### config.mk
export PLATFORM = sky130hd
export DESIGN_NAME = mmio_bus_initiator
export DESIGN_NICKNAME = d
export VERILOG_FILES = /design/src/rtl/mmio_pkg.sv /design/src/rtl/mmio_timeout_cnt.sv /design/src/rtl/mmio_bus_initiator.sv
export SDC_FILE = /design/constraint.sdc
export NUM_CORES = 1
export LEC_CHECK = 0
export CAP_MARGIN = 25
export CELL_PAD_IN_SITES_DETAIL_PLACEMENT = 0
export CELL_PAD_IN_SITES_GLOBAL_PLACEMENT = 1
export CORE_UTILIZATION = 49
export DETAILED_ROUTE_END_ITERATION = 8
export DONT_BUFFER_PORTS = 1
export GPL_TIMING_DRIVEN = 0
export PLACE_DENSITY = 0.88
export SLEW_MARGIN = 20
export SYNTH_ARGS = -nofsm -noshare
export SYNTH_HDL_FRONTEND = slang
export SYNTH_HIERARCHICAL = 1
export SYNTH_SLANG_ARGS = --single-unit
### constraint.sdc
create_clock -name clk -period 2.8 [get_ports clk]
set_input_delay 0.28 -clock clk [delete_from_list [all_inputs] [get_ports clk]]
set_output_delay 0.28 -clock clk [all_outputs]
set_load 0.01 [all_outputs]
### src/rtl/mmio_pkg.sv
// Shared types and defaults for the memory-mapped peripheral bus initiator
// and the peripherals that answer it.
package mmio_pkg;

  typedef enum logic [1:0] {
    IDLE   = 2'd0,
    STROBE = 2'd1,
    WAIT   = 2'd2,
    DONE   = 2'd3
  } state_t;

  localparam logic [31:0] PERIPH_BASE_DEF = 32'h1001_0000;
  localparam logic [31:0] PERIPH_MASK_DEF = 32'hFFFF_FF00;
  localparam logic [31:0] ERR_RDATA_DEF   = 32'h0000_0000;

  // GPIO register select, decoded from Address[0]
  localparam logic GPIO_OUT_OFS = 1'b0;
  localparam logic GPIO_IN_OFS  = 1'b1;

  function automatic logic win_hit(input logic [31:0] addr,
                                   input logic [31:0] base,
                                   input logic [31:0] mask);
    return (addr & mask) == (base & mask);
  endfunction

endpackage

### src/rtl/mmio_timeout_cnt.sv
// 8-bit saturating wait counter with synchronous clear; tc flags count == TERMINAL.
// Registered count, combinational tc; no backpressure.
module mmio_timeout_cnt #(
  parameter int unsigned TERMINAL = 7
) (
  input  logic clk,
  input  logic rst,
  input  logic clr,
  input  logic en,
  output logic tc
);

  logic [7:0] count;

  always_ff @(posedge clk or negedge rst) begin
    if (!rst) begin
      count <= 8'd0;
    end else if (clr) begin
      count <= 8'd0;
    end else if (en && (count != 8'hFF)) begin
      count <= count + 8'd1;
    end
  end

  assign tc = (count == 8'(TERMINAL));

endmodule

### src/rtl/mmio_bus_initiator.sv
// One-at-a-time CPU load/store initiator: zero-wait hit completes 2 cycles after req, miss after 1.
// Requests are only sampled in IDLE; cpu_req while busy is dropped, the core must hold or re-issue.
module mmio_bus_initiator
  import mmio_pkg::*;
#(
  parameter logic [31:0] PERIPH_BASE = PERIPH_BASE_DEF,
  parameter logic [31:0] PERIPH_MASK = PERIPH_MASK_DEF,
  parameter int unsigned TIMEOUT     = 8,
  parameter logic [31:0] ERR_RDATA   = ERR_RDATA_DEF
) (
  input  logic        clk,
  input  logic        rst,
  input  logic        cpu_req,
  input  logic        cpu_we,
  input  logic [31:0] cpu_addr,
  input  logic [31:0] cpu_wdata,
  output logic [31:0] cpu_rdata,
  output logic        cpu_done,
  output logic        cpu_err,
  output logic        busy,
  output logic [31:0] Address,
  output logic [31:0] DataIn,
  output logic        Select,
  output logic        WrEn,
  input  logic [31:0] DataOut,
  input  logic        Ready
);

  state_t state;
  logic   hit;
  logic   tmo_tc;

  assign hit = win_hit(cpu_addr, PERIPH_BASE, PERIPH_MASK);

  // Counter holds the number of WAIT cycles already spent without Ready
  mmio_timeout_cnt #(
    .TERMINAL(TIMEOUT - 1)
  ) u_tmo (
    .clk(clk),
    .rst(rst),
    .clr(state == STROBE),
    .en ((state == WAIT) && !Ready),
    .tc (tmo_tc)
  );

  always_ff @(posedge clk or negedge rst) begin
    if (!rst) begin
      state     <= IDLE;
      cpu_rdata <= 32'd0;
      cpu_done  <= 1'b0;
      cpu_err   <= 1'b0;
      busy      <= 1'b0;
      Address   <= 32'd0;
      DataIn    <= 32'd0;
      Select    <= 1'b0;
      WrEn      <= 1'b0;
    end else begin
      cpu_done <= 1'b0;
      cpu_err  <= 1'b0;
      Select   <= 1'b0;
      case (state)
        IDLE: begin
          if (cpu_req) begin
            busy <= 1'b1;
            if (hit) begin
              Address <= cpu_addr;
              WrEn    <= cpu_we;
              if (cpu_we) DataIn <= cpu_wdata;
              Select  <= 1'b1;
              state   <= STROBE;
            end else begin
              cpu_done <= 1'b1;
              cpu_err  <= 1'b1;
              if (!cpu_we) cpu_rdata <= ERR_RDATA;
              state    <= DONE;
            end
          end
        end
        STROBE, WAIT: begin
          // Ready takes priority over the final timeout cycle
          if (Ready) begin
            cpu_done <= 1'b1;
            if (!WrEn) cpu_rdata <= DataOut;
            state    <= DONE;
          end else if (state == STROBE) begin
            state <= WAIT;
          end else if (tmo_tc) begin
            cpu_done <= 1'b1;
            cpu_err  <= 1'b1;
            if (!WrEn) cpu_rdata <= ERR_RDATA;
            state    <= DONE;
          end
        end
        DONE: begin
          busy  <= 1'b0;
          state <= IDLE;
        end
        default: state <= IDLE;
      endcase
    end
  end

endmodule

==> Implementation_results.wiki <==
{| class="wikitable"
! Metric !! Value
|-
| Peak supply drop || roughly 420 uV
|-
| Post-detailed-route via-to-cell ratio || ~5.6
|-
| Worst hold slack after final layout || -0.397 ns
|-
| Slew at the pin closest to its max-slew limit || between 0.5 and 0.6 ns
|-
| Area inside the core boundary || 9330 um2
|-
| Element type at the critical path start || flop
|-
| CP Data Arrival Time || approximately 2.9 ns
|-
| Detailed Route Iter0 Violations || 103
|-
| Number of warnings printed during yosys synthesis || 6
|-
| Final number of hold-violating endpoints || between 100 and 150
|-
| Met3 usage in global routing || 7.98%
|-
| Netlist cell types || 41
|-
| Met2 Resource Use GR || 31.8%
|-
| Number of max-cap violations || 0
|-
| DRC viols || 0
|-
| Total GRT Usage || roughly a fifth
|-
| Register area share after synthesis || between 50% and 60%
|-
| Count of final setup violators || 0
|-
| Vias after detailed routing || approximately 2800
|-
| Critical-path maximum fanout || 10
|-
| Unrepaired setup endpoints after global routing || no
|-
| Cell chosen for the clock root || clkbuf_8
|-
| Flop and latch count out of synthesis || between 100 and 150
|-
| Class of the tightest hold or removal check || primary input to async pin
|-
| Final Instance Area || just over 5000 um2
|-
| Clock tree from TritonCTS || built
|-
| Most frequently used flop master after synthesis || dfrtp_1
|-
| I/O pin cnt || about 200
|-
| Post-layout util || between 50% and 60%
|-
| Number of nets in the synthesized netlist || between 400 and 500
|-
| Number of antenna violations at the first check in global routing || 0
|-
| Clock skew after layout || 0.0210 ns
|-
| Net count, final || ~470
|-
| Total inserted antenna cells || 0
|-
| Ratio of final minimum period to clock period || 93.1%
|-
| Met1 Usage GRT || between 20% and 30%
|-
| Wirelength, routed || a little under 10000 um
|-
| Worst slew slack as a fraction of its limit || about two thirds
|-
| Number of iterations in the first detailed-routing pass || 4
|-
| Area grow syn2layout || 7.97%
|-
| Latest clock arrival within the worst-skew pair || between 0.3 and 0.4 ns
|-
| Area leader, netlist || dfrtp_1
|-
| Effective utilization at floorplan || 51.2%
|-
| Number of global-route vias before repair || about 2800
|-
| Most used routing layer || met2
|-
| Vertical die dimension || 101 um
|-
| Clock buffer depth || 2
|-
| Clock buffer count from CTS || 9
|-
| Element type at the critical path end || flop
|-
| Commonest cells after routing, fill and taps aside || dfrtp_1 (111), mux2_2 (42), and3_1 (34), mux2_4 (33), nor2b_1 (27)
|-
| Grt ovf || 0
|-
| Total die area || 10100 um2
|-
| Proportion of synthesized flip-flops having asynchronous set or reset || between 90% and 100%
|-
| DIE WIDTH || 101 um
|-
| Shortest period the worst path allows || roughly 2.6 ns
|-
| Status || finished, violations left
|-
| Detailed Place HPWL || slightly above 7000 um
|-
| Largest net degree at the start of global routing || between 100 and 150
|-
| Proportion of netlist area held by the largest area contributor || between 50 and 60%
|-
| Area post-placement || 4930 um2
|-
| Final estimated routing congestion in global placement || a little under 0.8
|-
| Maximum operating frequency || around 0.38 GHz
|-
| Clk slew on worst S/H paths || between 0.1 and 0.15 ns
|-
| First-pass GRT wire length || 14800 um
|-
| Number of enable-type register cells in the synthesized netlist || 0
|-
| Required time of the worst setup path || between 3 and 4 ns
|-
| Antenna Violating Nets Remaining || 0
|-
| Max-slew violations || 0
|-
| Syn Inst Count || between 300 and 400
|-
| Ranking of synthesized cells by area || dfrtp_1 (58%), mux2_4 (10%), mux2_2 (9.9%)
|-
| Violated checks || hold timing
|-
| Count of input and output buffers || 0
|-
| Class of the most critical setup path || flop to flop
|-
| Post-synthesis instance area || roughly 4800 um2
|-
| Most frequent standard cell in the layout excluding fill and tap cells || dfrtp_1
|-
| H-tree levels || 3
|-
| Wirelength per Cell || ~20 um
|-
| Filler Cell Count || 783
|-
| Mean instance size in the synthesized netlist || about 14 um2
|-
| Share of cells above drive strength 1 || between 30% and 40%
|-
| PwrDens || 841 nW/um2
|-
| Number of clock sinks || approximately 110
|-
| FP Rows || 35
|-
| Lkg Pwr || around 2.7 nW
|}
[power by group]
group          internal (mW)  switching, mW  total [mW]
sequential              1.87          0.294        2.16
clock                  0.339          0.561       0.900
combinational          0.656          0.617        1.27
total                   2.86           1.47        4.33
[cell usage after synthesis, types with 5 or more instances]
cell	number
nor4_1	5
nand2_1	8
mux2_2	42
nor2b_1	27
ha_1	5
a21oi_1	5
o21ai_0	6
and3_1	34
nor2_1	8
dfrtp_1	111
buf_2	6
mux2_4	33
clkbuf_1	11
inv_1	7
[registers in the layout, summed over array words and instances (netlist names)]
register     count
Address         32
DataIn          32
cpu_rdata       32
u_tmo/count      8
state            2
Select           1
WrEn             1
busy             1
cpu_done         1
cpu_err          1
[worst paths after layout]
| check | from | to | slack [ns] | depth (start not counted) |
|---|---|---|---|---|
| setup / recovery | u_tmo/count[3] | cpu_rdata[9] | 0.19 | 10 |
| hold / removal | rst | cpu_rdata[30] | -0.40 | 0 |
| setup reg to reg | u_tmo/count[3] | cpu_rdata[9] | 0.19 | 10 |
| hold reg to reg | state[1] | state[1] | 0.55 | 1 |
| max in group asynchronous | rst | Address[11] | 3.03 | 0 |
| min in group clk | cpu_wdata[2] | DataIn[2] | 0.05 | 1 |
[critical path, cell delays in order, from the launching register on]
cell and delay, ns:
dfrtp_1 0.37, buf_2 0.17, or3_1 0.43, nor4_4 0.17
inv_1 0.10, nor2_1 0.13, o21ai_0 0.12, a221oi_2 0.27
buf_4 0.18, buf_4 0.19, mux2_2 0.36
[kinds of logic (layout without fill, tap and decap cells)]
| kind of cell | after synthesis | in the layout | share of synthesized area (%) |
|---|---|---|---|
| fa+ha+maj | 5 | 5 | 1.31 |
| flops | 111 | 111 | 58.2 |
| buf+inv | 27 | 45 | 2.75 |
| simple gates | 105 | 105 | 13.7 |
| compound gates | 22 | 22 | 3.33 |
| mux | 77 | 77 | 20.7 |
[area by class of cell]
cell class / count / area, um2 / area share (%)
timing repair buffer: 2 / 15.0 / 0.291
sequential: 111 / 2780 / 53.9
tap: 129 / 161 / 3.13
multi-input combinational: 209 / 1880 / 36.4
clock buffer: 10 / 128 / 2.48
clock inverter: 6 / 53.8 / 1.04
buffer: 20 / 113 / 2.19
inverter: 7 / 26.3 / 0.510
[layer usage]
layer  vias up  part of all wire, %
li1       1236                    -
met1      1378                   40
met2       140                   48
met3        12                  9.8
met4         0                  1.6
met5         -                    0
[metrics by stage]
step	instances	setup TNS, ns	total power [mW]	setup WS [ns]
final	494	0	4.33	0.194
after global routing	494	0	4.60	0.0268
after CTS	494	0	4.35	0.0309
after detailed placement	476	-2.91	3.41	-0.126
after global placement	476	0	3.33	0.0144
after floorplan	347	0	3.12	0.371
[timing repair]
action,in CTS,in global routing
pin swaps,1,0
resized for setup,0,8
buffers inserted,2,0
endpoints found under the hold margin,111,111
setup endpoints to repair,30,31
(Power assumes the default switching activity.)
